## src/rtl/sel_decoder_pkg.sv

```systemverilog
// Shared definitions for the sequential select decoder: mode encodings,
// FSM state type and the one-hot helper used by the output decode.
package sel_decoder_pkg;

  // Encodings of the Mode input.
  localparam logic [1:0] MODE_HOLD  = 2'b00;
  localparam logic [1:0] MODE_PULSE = 2'b01;
  localparam logic [1:0] MODE_SCAN  = 2'b10;
  localparam logic [1:0] MODE_RSVD  = 2'b11;

  // Operating states of the decoder.
  typedef enum logic [1:0] {
    ST_IDLE  = 2'b00,
    ST_HOLD  = 2'b01,
    ST_PULSE = 2'b10,
    ST_SCAN  = 2'b11
  } state_e;

  // Widest one-hot vector the helper can produce; callers cast down to OUT_N.
  localparam int ONEHOT_MAX = 64;

  // One-hot of idx, all-zero when idx falls outside 0..out_n-1.
  function automatic logic [ONEHOT_MAX-1:0] onehot(input logic [7:0] idx, input int out_n);
    logic [ONEHOT_MAX-1:0] res;
    res = '0;
    for (int i = 0; i < ONEHOT_MAX; i++) begin
      res[i] = (i < out_n) && (int'(idx) == i);
    end
    return res;
  endfunction

endpackage

```

## src/rtl/sel_scan_counter.sv

```systemverilog
// SCAN step divider plus wrapping select index. The index wraps at OUT_N-1,
// not at the top of the SEL_W range. The next index is exported so the top
// can register the matching one-hot in the same edge as the index.
module sel_scan_counter #(
  parameter int SEL_W    = 4,
  parameter int OUT_N    = 2**SEL_W,
  parameter int SCAN_DIV = 4
) (
  input  logic             clk,
  input  logic             rst,
  input  logic             clr,
  input  logic             load,
  input  logic [SEL_W-1:0] load_idx,
  input  logic             step,
  output logic [SEL_W-1:0] idx_q,
  output logic [SEL_W-1:0] idx_d
);

  localparam int DIV_W = (SCAN_DIV > 1) ? $clog2(SCAN_DIV) : 1;
  localparam logic [DIV_W-1:0] DIV_LAST = DIV_W'(SCAN_DIV - 1);
  localparam logic [SEL_W-1:0] IDX_LAST = SEL_W'(OUT_N - 1);

  logic [DIV_W-1:0] div_q;
  logic [DIV_W-1:0] div_d;

  // Next divider/index: clear beats load beats step; when idle the divider rests at 0.
  always_comb begin
    idx_d = idx_q;
    div_d = div_q;
    if (clr) begin
      idx_d = '0;
      div_d = '0;
    end else if (load) begin
      idx_d = load_idx;
      div_d = '0;
    end else if (step) begin
      if (div_q == DIV_LAST) begin
        div_d = '0;
        idx_d = (idx_q == IDX_LAST) ? '0 : idx_q + SEL_W'(1);
      end else begin
        div_d = div_q + DIV_W'(1);
      end
    end else begin
      div_d = '0;
    end
  end

  // Divider and index registers.
  always_ff @(posedge clk or posedge rst) begin
    if (rst) begin
      idx_q <= '0;
      div_q <= '0;
    end else begin
      idx_q <= idx_d;
      div_q <= div_d;
    end
  end

endmodule

```

## src/rtl/sel_decoder_seq.sv

```systemverilog
// Registered N-to-OUT_N one-hot decoder with HOLD, PULSE and SCAN modes.
// Optional feature macro: SEL_DECODER_RANGE_ERR_EN enables the sticky
// Range_Error flag; without it Range_Error is tied low.
module sel_decoder_seq
  import sel_decoder_pkg::*;
#(
  parameter int SEL_W    = 4,
  parameter int OUT_N    = 2**SEL_W,
  parameter int SCAN_DIV = 4
) (
  input  logic             Clock,
  input  logic             Reset,
  input  logic             Enable,
  input  logic [1:0]       Mode,
  input  logic             Load,
  input  logic [SEL_W-1:0] Decoder_Input,
  output logic [OUT_N-1:0] Decoder_Output,
  output logic             Out_Valid,
  output logic [SEL_W-1:0] Scan_Index,
  output logic             Range_Error
);

  state_e           state_q, state_d;
  logic [OUT_N-1:0] dout_q, dout_d;
  logic             valid_q, valid_d;
  logic             rerr_q, rerr_d;

  logic             in_range;
  logic             load_ok;
  logic             cnt_clr, cnt_load, cnt_step;
  logic [SEL_W-1:0] cnt_idx_q, cnt_idx_d;
  logic [OUT_N-1:0] oh_load, oh_scan;

  assign in_range = (32'(Decoder_Input) < 32'(OUT_N));
  assign load_ok  = Load & in_range;

  // Next state from Enable/Mode and the scan counter commands that go with it.
  always_comb begin
    state_d  = ST_IDLE;
    cnt_clr  = 1'b0;
    cnt_load = 1'b0;
    cnt_step = 1'b0;
    if (Enable) begin
      case (Mode)
        MODE_HOLD:  state_d = ST_HOLD;
        MODE_PULSE: state_d = ST_PULSE;
        MODE_SCAN:  state_d = ST_SCAN;
        default:    state_d = ST_IDLE;
      endcase
    end else begin
      state_d = ST_IDLE;
    end
    case (state_d)
      ST_HOLD, ST_PULSE: begin
        cnt_load = load_ok;
      end
      ST_SCAN: begin
        cnt_load = load_ok;
        if (state_q != ST_SCAN) begin
          cnt_clr = ~load_ok;
        end else begin
          cnt_step = ~load_ok;
        end
      end
      default: begin
        cnt_load = 1'b0;
      end
    endcase
  end

  // Output decode for the state being entered; old-mode output never carries over.
  always_comb begin
    dout_d  = '0;
    oh_load = OUT_N'(onehot(8'(Decoder_Input), OUT_N));
    oh_scan = OUT_N'(onehot(8'(cnt_idx_d), OUT_N));
    case (state_d)
      ST_HOLD: begin
        if (Load) begin
          dout_d = load_ok ? oh_load : '0;
        end else if (state_q == ST_HOLD) begin
          dout_d = dout_q;
        end else begin
          dout_d = '0;
        end
      end
      ST_PULSE: begin
        dout_d = load_ok ? oh_load : '0;
      end
      ST_SCAN: begin
        dout_d = oh_scan;
      end
      default: begin
        dout_d = '0;
      end
    endcase
    valid_d = |dout_d;
`ifdef SEL_DECODER_RANGE_ERR_EN
    rerr_d = rerr_q | (Enable & Load & ~in_range);
`else
    rerr_d = 1'b0;
`endif
  end

  // FSM state and registered outputs.
  always_ff @(posedge Clock or posedge Reset) begin
    if (Reset) begin
      state_q <= ST_IDLE;
      dout_q  <= '0;
      valid_q <= 1'b0;
      rerr_q  <= 1'b0;
    end else begin
      state_q <= state_d;
      dout_q  <= dout_d;
      valid_q <= valid_d;
      rerr_q  <= rerr_d;
    end
  end

  sel_scan_counter #(
    .SEL_W    (SEL_W),
    .OUT_N    (OUT_N),
    .SCAN_DIV (SCAN_DIV)
  ) u_scan_counter (
    .clk      (Clock),
    .rst      (Reset),
    .clr      (cnt_clr),
    .load     (cnt_load),
    .load_idx (Decoder_Input),
    .step     (cnt_step),
    .idx_q    (cnt_idx_q),
    .idx_d    (cnt_idx_d)
  );

  assign Decoder_Output = dout_q;
  assign Out_Valid      = valid_q;
  assign Scan_Index     = cnt_idx_q;
  assign Range_Error    = rerr_q;

endmodule

```

## config.mk

```make
export PLATFORM = sky130hd
export DESIGN_NAME = sel_decoder_seq
export DESIGN_NICKNAME = d
export VERILOG_FILES = /design/src/rtl/sel_decoder_pkg.sv /design/src/rtl/sel_scan_counter.sv /design/src/rtl/sel_decoder_seq.sv
export SDC_FILE = /design/constraint.sdc
export NUM_CORES = 1
export LEC_CHECK = 0
export ABC_AREA = 1
export CORE_UTILIZATION = 45
export DETAILED_ROUTE_END_ITERATION = 8
export GPL_ROUTABILITY_DRIVEN = 1
export GPL_TIMING_DRIVEN = 0
export PLACE_DENSITY = 0.74
export SYNTH_ARGS = -nofsm -noshare
export SYNTH_HDL_FRONTEND = slang
export SYNTH_SLANG_ARGS = --single-unit
```

## constraint.sdc

```tcl
create_clock -name Clock -period 1.8 [get_ports Clock]
set_clock_uncertainty 0.2 [all_clocks]
set_input_delay 0.27 -clock Clock [delete_from_list [all_inputs] [get_ports Clock]]
set_output_delay 0.27 -clock Clock [all_outputs]
set_load 0.01 [all_outputs]
```

==> summary.txt, run 1 <==
Detailed routing
  – Drt initial violations: 78
  – Vias: 1,733
  – DRT Pass-1 Iters: 4
  – Via/cell ratio: 5.38
  – Antenna Nets Post-Route: 0
  – DR DRC count: 0
  – Final wirelength: 4.62 mm
  – Avg WL per Cell: 14.3 microns

Setup path
  – Crit Path Class: reg2reg
  – R2r setup slk: -0.29 ns
  – CP arrival: 2.13 ns
  – R2R Path End: Out_Valid
  – Critical path startpoint: u_scan_counter.idx_q[0]
  – CP startpoint kind: flip-flop
  – R2R depth: 17
  – Crit path capture type: flip-flop
  – Crit Path Max Fanout: 5
  – Critical R2R Launch: u_scan_counter.idx_q[0]
  – CP Data Required Time: 1.84 ns

Placed design
  – DP Cell Count: 303
  – HPWL after DPL: 3.05 mm
  – Post-place setup slack: -0.827 ns
  – Final GP Congestion: 0.924
  – DP Area: 2000 sq um
  – Port-buffer cells: 30

Timing
  – Tcrit/Tclk final: 1.16
  – Final worst slack: -0.292 ns
  – Final Max Slew Viols: 0
  – RSZ-0062 raised after global routing: true
  – Hold Fails Final Rpt: 1
  – Hold Slack: -0.00692 ns
  – Slew @ Worst Pin: 0.893 ns
  – Final Setup Violations: 10
  – Max Clock Freq: 478 MHz
  – Fin crit period: 2.09 ns
  – Relative slew slack: 0.404

Floorplanning
  – Initial Util: 0.478
  – IO Count: 32
  – Die area: 3850 sq um
  – Row count: 21
  – Die width: 62.0 microns
  – Core area: 3390 sq um
  – Die height: 62.0 microns

Logic synthesis
  – Ys async rst share: 1.00
  – Mapped Area: 1620 sq um
  – Syn nets: 239
  – Yosys reg bits: 25
  – Distinct cells, synth: 28
  – Post-synth EDFFs: 0
  – Mapped Cells: 227
  – Syn. warnings: 0
  – Top_reg_cell synth: dfrtp_1
  – Sequential area share after synthesis: 0.386
  – Synth Area per Inst: 7.14 sq um

Cells and area
  – Most frequent cells in the layout: 53 x nand2_1, 25 x nand3_1, 23 x dfrtp_1
  – Area grow syn2layout: 47.6%
  – Share of post-route cells with drive strength above 1: 0.322
  – Antenna cell count: 0
  – Layout Cells excl Fill: 322
  – Filler Cells Inserted: 257
  – Post-route cell area: 2390 sq um
  – Layout Nets: 289
  – Commonest non-fill, non-tap cell in the layout: nand2_1

Power and ir drop
  – LEAKAGE: 1.20 nW
  – PD cells: 604 nW/um^2
  – Power, Total: 1.45 mW
  – Worst VDD drop: 0.572 mV

GRT
  – Overall Global Routing Usage: 0.238
  – First-pass GRT wire length: 6.60 mm
  – Initial antenna violation count: 0
  – Number of global-route vias before repair: 1,420
  – Largest net degree at the start of global routing: 26
  – Overflow after GRT: 0

Clock network
  – Clock transition at the registers of the reported paths: 0.15 ns
  – CTS Sinks: 25
  – Clk buf depth: 2
  – CTS tree: built
  – Root Driver: clkbuf_4
  – CTS HTree Levels: 1
  – Post-CTS Hold Buffers: 0
  – Clk_lat worst skew: 0.34 ns
  – TritonCTS Buffers: 3

Run
  – Max-cap viol count: 0

Status
  – Failing checks: hold timing, setup timing
  – Status: complete, but fails checks

Min path
  – Min-Delay Path Class: in2reg
  – Hold path depth: 2
  – Hold path endpoint: state_q[1]
  – Min-delay src: Mode[0]
==> cell type report <==
cell class | count | area [sq um] | share of cell area
buffer | 5 | 31.3 | 0.0131
tap | 46 | 57.6 | 0.0240
inverter | 28 | 115 | 0.0481
sequential | 25 | 628 | 0.262
multi-input combinational | 169 | 1100 | 0.462
timing repair buffer | 45 | 425 | 0.178
clock buffer | 3 | 22.5 | 0.00941
clock inverter | 1 | 8.76 | 0.00366
==> where the power goes <==
part           internal (mW)  total, mW  switching, mW
sequential             0.595      0.625         0.0299
clock                 0.0910      0.279          0.188
combinational          0.212      0.542          0.330
==> flip-flops by register name (all words and copies together) (netlist names) <==
name / flops
Decoder_Output: 16
u_scan_counter.div_q: 2
state_q: 2
u_scan_counter.idx_q: 4
Out_Valid: 1
==> synthesized netlist by cell type (2+ instances only) <==
cell     instances  area share
a21oi_2          2       0.011
a32o_1           6       0.037
buf_4            3       0.014
dfrtp_1         25        0.39
ha_1             2       0.015
inv_1           24       0.056
inv_2            3      0.0069
nand2_1         63        0.15
nand2_2          9       0.035
nand3_1         35        0.11
nand3_2          4       0.025
nor2_1          22       0.051
nor3_1           3      0.0093
o21ai_0          3      0.0093
o21ai_1         10       0.031
==> metrics by stage <==
| stage | hold slack (ns) | utilization | TNS [ns] |
|---|---|---|---|
| final | -0.00692 | 0.706 | -0.681 |
| after global routing | 0.00487 | 0.706 | -2.01 |
| after detailed placement | 0.243 | 0.591 | -8.47 |
| after floorplan | 0.0972 | - | -0.0554 |
| after global placement | 0.233 | 0.591 | -8.26 |
| after CTS | 0.200 | 0.632 | -0.247 |
==> metal layers <==
layer  up-vias  wire length, microns  GRT usage
met4         0                   122     0.0571
met3        17                   288     0.0476
met1       801                  2090      0.351
met2        69                  2120      0.359
li1        846                     -          -
met5         -                     0          0
==> critical path, cell delays in order (launching register included) <==
cell	delay, ns
dfrtp_2	0.46
ha_4	0.18
inv_2	0.05
nand2_2	0.04
nand2_1	0.05
nand2_1	0.05
nand2_1	0.05
nand2_1	0.04
nand2_1	0.08
nand2_2	0.06
nand2_4	0.15
nor2_4	0.07
nand3_2	0.08
nand2_2	0.06
nor2_2	0.11
nand2_1	0.07
nor2_1	0.13
nand2_1	0.06
==> timing repair <==
action	4_1_cts	5_1_grt
buffers inserted	5	10
pin swaps	6	30
gates cloned	0	0
gates resized for setup	25	44
endpoints found under the setup margin	19	19
==> cell families (layout without fill, tap and decap cells) <==
kind of cell,Yosys count,count (layout),synth area share
AND/OR/NAND/NOR,142,142,0.411
buffers and inverters,33,82,0.0849
flip-flops,25,25,0.386
AO/OA/AOI/OAI,24,24,0.100
adder cells (fa/ha/maj),2,2,0.0154
other,1,1,0.00231
==> worst max-delay path by stage <==
stage	end	slack [ns]	cells past startpoint
after detailed placement	Out_Valid	-0.83	14
after global placement	Out_Valid	-0.80	14
after CTS	Out_Valid	-0.25	17
after floorplan	Out_Valid	-0.06	17
final	Out_Valid	-0.29	17
after global routing	Out_Valid	-0.42	17
No activity file was read; power rests on OpenSTA's default activity.
==> run 2: changes to the inputs <==
--- a/config.mk
+++ b/config.mk
@@ -10,7 +10,8 @@
 export DETAILED_ROUTE_END_ITERATION = 8
 export GPL_ROUTABILITY_DRIVEN = 1
 export GPL_TIMING_DRIVEN = 0
-export PLACE_DENSITY = 0.74
+export PLACE_DENSITY = 0.71
+export SKIP_LAST_GASP = 1
 export SYNTH_ARGS = -nofsm -noshare
 export SYNTH_HDL_FRONTEND = slang
 export SYNTH_SLANG_ARGS = --single-unit
==> constraint.sdc (replaced) <==
create_clock -name Clock -period 2.7 [get_ports Clock]
set_clock_uncertainty 0.2 [all_clocks]
set_input_delay 0.405 -clock Clock [delete_from_list [all_inputs] [get_ports Clock]]
set_output_delay 0.405 -clock Clock [all_outputs]
set_load 0.01 [all_outputs]
==> summary.txt, run 2 (synthesis gave the netlist of run 1 again) <==
GRT
  – Initial antenna violation count: 0 (unchanged)
  – Number of global-route vias before repair: 1,374 (was 1,420)
  – Overflow after GRT: 0 (unchanged)
  – Largest net degree at the start of global routing: 26 (unchanged)
  – First-pass GRT wire length: 6.36 mm (was 6.60 mm)
  – Overall Global Routing Usage: 0.229 (was 0.238)

Floorplanning
  – Core area: 3390 sq um (unchanged)
  – Initial Util: 0.478 (unchanged)
  – Row count: 21 (unchanged)
  – Die area: 3850 sq um (unchanged)
  – IO Count: 32 (unchanged)
  – Die height: 62.0 microns (unchanged)
  – Die width: 62.0 microns (unchanged)

Clock network
  – Post-CTS Hold Buffers: 0 (unchanged)
  – Clk buf depth: 2 (unchanged)
  – Clk_lat worst skew: 0.31 ns (was 0.34 ns)
  – CTS tree: built (unchanged)
  – Cts repair resizes: 0 (was 25)
  – Root Driver: clkbuf_4 (unchanged)
  – CTS HTree Levels: 1 (unchanged)
  – TritonCTS Buffers: 3 (unchanged)
  – Clock transition at the registers of the reported paths: 0.14 ns (was 0.15 ns)
  – Setup bufs post-CTS: 0 (was 5)
  – CTS Sinks: 25 (unchanged)

Cells and area
  – Area grow syn2layout: 23.8% (was 47.6%)
  – Layout Cells excl Fill: 307 (was 322)
  – Layout Nets: 274 (was 289)
  – Share of post-route cells with drive strength above 1: 0.119 (was 0.322)
  – Area of the multi-input gates: 858 sq um (was 1100 sq um)
  – Antenna cell count: 0 (unchanged)
  – Filler Cells Inserted: 320 (was 257)
  – Post-route cell area: 2010 sq um (was 2390 sq um)
  – Seq. cell area: 626 sq um (was 628 sq um)
  – Most frequent cells in the layout: 63 x nand2_1, 35 x nand3_1, 30 x clkdlybuf4s50_1 (was 53 x nand2_1, 25 x nand3_1, 23 x dfrtp_1)
  – Commonest non-fill, non-tap cell in the layout: nand2_1 (unchanged)
  – Max FFs per register: 16 (unchanged)

Power and ir drop
  – LEAKAGE: 1.02 nW (was 1.20 nW)
  – PD cells: 416 nW/um^2 (was 604 nW/um^2)
  – Worst VDD drop: 0.249 mV (was 0.572 mV)

Setup path
  – Largest stage delay, worst path: 0.53 ns (was 0.46 ns)
  – Crit path capture type: flip-flop (unchanged)
  – Crit Path Class: in2reg (was reg2reg)
  – Worst path bufs/invs: 3 (was 1)
  – Max stage delay cell, worst path: clkdlybuf4s50_1 (was dfrtp_2)
  – Cell mode on critical path: nand2_1 (unchanged)
  – CP cell instances: clkdlybuf4s50_1 > nand3_2 > clkinv_2 > nand2_2 > nand2_1 > nand3_1 > nand2_2 > inv_2 > nand3_1 > o21ai_1 > nor2_1 > nand2_1 > nor2_1 > nand2_1 (was ha_4 > inv_2 > nand2_2 > nand2_1 > nand2_1 > nand2_1 > nand2_1 > nand2_1 > nand2_2 > nand2_4 > nor2_4 > nand3_2 > nand2_2 > nor2_2 > nand2_1 > nor2_1 > nand2_1)
  – CP delay by family, top: simple AND/OR/NAND/NOR gates (unchanged)
  – CP arrival: 2.44 ns (was 2.13 ns)
  – Crit Path Max Fanout: 7 (was 5)
  – CP startpoint kind: primary input (was flip-flop)
  – CP Data Required Time: 2.73 ns (was 1.84 ns)

Timing
  – Final Max Slew Viols: 0 (unchanged)
  – Slew @ Worst Pin: 0.959 ns (was 0.893 ns)
  – Relative slew slack: 0.360 (was 0.404)
  – RSZ-0062 raised after global routing: false (was true)
  – Max Clock Freq: 414 MHz
  – Final Setup Violations: 0 (was 10)
  – Fin crit period: 2.41 ns
  – Setup TNS: 0 ns (was -0.681 ns)
  – Hold Fails Final Rpt: 0 (was 1)
  – Tcrit/Tclk final: 0.894

Placed design
  – Port-buffer cells: 30 (unchanged)
  – DP Area: 1980 sq um (was 2000 sq um)
  – HPWL after DPL: 3.02 mm (was 3.05 mm)
  – DP Cell Count: 303 (unchanged)
  – Final GP Congestion: 0.914 (was 0.924)

Status
  – Status: finished clean (was complete, but fails checks)

Detailed routing
  – Via/cell ratio: 5.08 (was 5.38)
  – Vias: 1,559 (was 1,733)
  – Drt initial violations: 102 (was 78)
  – Avg WL per Cell: 12.9 microns (was 14.3 microns)
  – Final wirelength: 3.95 mm (was 4.62 mm)
  – Antenna Nets Post-Route: 0 (unchanged)
  – DR DRC count: 0 (unchanged)
  – DRT Pass-1 Iters: 4 (unchanged)

Min path
  – Min-Delay Path Class: reg2reg (was in2reg)

Run
  – Max-cap viol count: 0 (unchanged)
==> run 2: cell types whose count changed in the layout (fill, tap and decap cells not counted), sizes merged <==
cell / previous run / this run
buf: 19 / 4
clkdlybuf4s50: 22 / 30
dlygate4sd2: 5 / 0
dlymetal6s2s: 3 / 0
clkinv: 1 / 2
inv: 28 / 27
==> run 2: final timing paths <==
path                                         startpoint                       to  slack (ns)  cells after the start
worst max-delay path                            Mode[1]                Out_Valid        0.29                     14
worst min-delay path            u_scan_counter.div_q[0]  u_scan_counter.div_q[0]        0.24                      1
worst max register to register  u_scan_counter.div_q[0]                Out_Valid        0.43                     14
worst min register to register  u_scan_counter.div_q[0]  u_scan_counter.div_q[0]        0.24                      1
max in group asynchronous                         Reset               state_q[1]        1.34                      2
min in group asynchronous                         Reset                Out_Valid        0.39                      2
==> run 2: final cells by class <==
cell class	instances	share of cell area
multi-input combinational	169	0.428
sequential	25	0.312
timing repair buffer	30	0.150
inverter	28	0.0530
tap	46	0.0287
buffer	5	0.0156
clock buffer	3	0.0112
clock inverter	1	0.00249
==> run 2: power breakdown <==
part	leakage (nW)	internal (mW)	switching, mW	total (mW)
sequential	0.335	0.395	0.0207	0.416
clock	0.0177	0.0554	0.114	0.169
combinational	0.671	0.0973	0.153	0.250
==> run 2: worst register-to-register path: cells and delay by family, from the launching register on <==
kind	cells	cell delay, ns
flip-flops	1	0.37
AO/OA/AOI/OAI	2	0.19
buffers and inverters	1	0.14
AND/OR/NAND/NOR	10	0.98
adder cells (fa/ha/maj)	1	0.30
==> run 2: routing by layer <==
layer	vias up	wire length, microns	global-route usage
li1	806	-	-
met3	8	187	0.0311
met4	0	68	0.0540
met1	697	1970	0.345
met5	-	0	0
met2	48	1720	0.348
==> run 2: metrics by stage <==
step,hold slack (ns),power [mW],worst slack [ns],util
2_1_floorplan,0.215,0.577,0.749,-
3_3_place_gp,0.226,0.670,-0.0299,0.584
3_5_place_dp,0.228,0.671,-0.0277,0.584
4_1_cts,0.247,0.840,0.311,0.592
5_1_grt,0.266,0.882,0.0959,0.592
6_report,0.243,0.835,0.287,0.592
==> run 3: changes to the inputs <==
--- a/config.mk
+++ b/config.mk
@@ -7,6 +7,7 @@
 export LEC_CHECK = 0
 export ABC_AREA = 1
 export CORE_UTILIZATION = 45
+export CTS_CLUSTER_SIZE = 25
 export DETAILED_ROUTE_END_ITERATION = 8
 export GPL_ROUTABILITY_DRIVEN = 1
 export GPL_TIMING_DRIVEN = 0
==> results of run 3 <==
Final layout, timing and power as in run 2 (identical DEF).
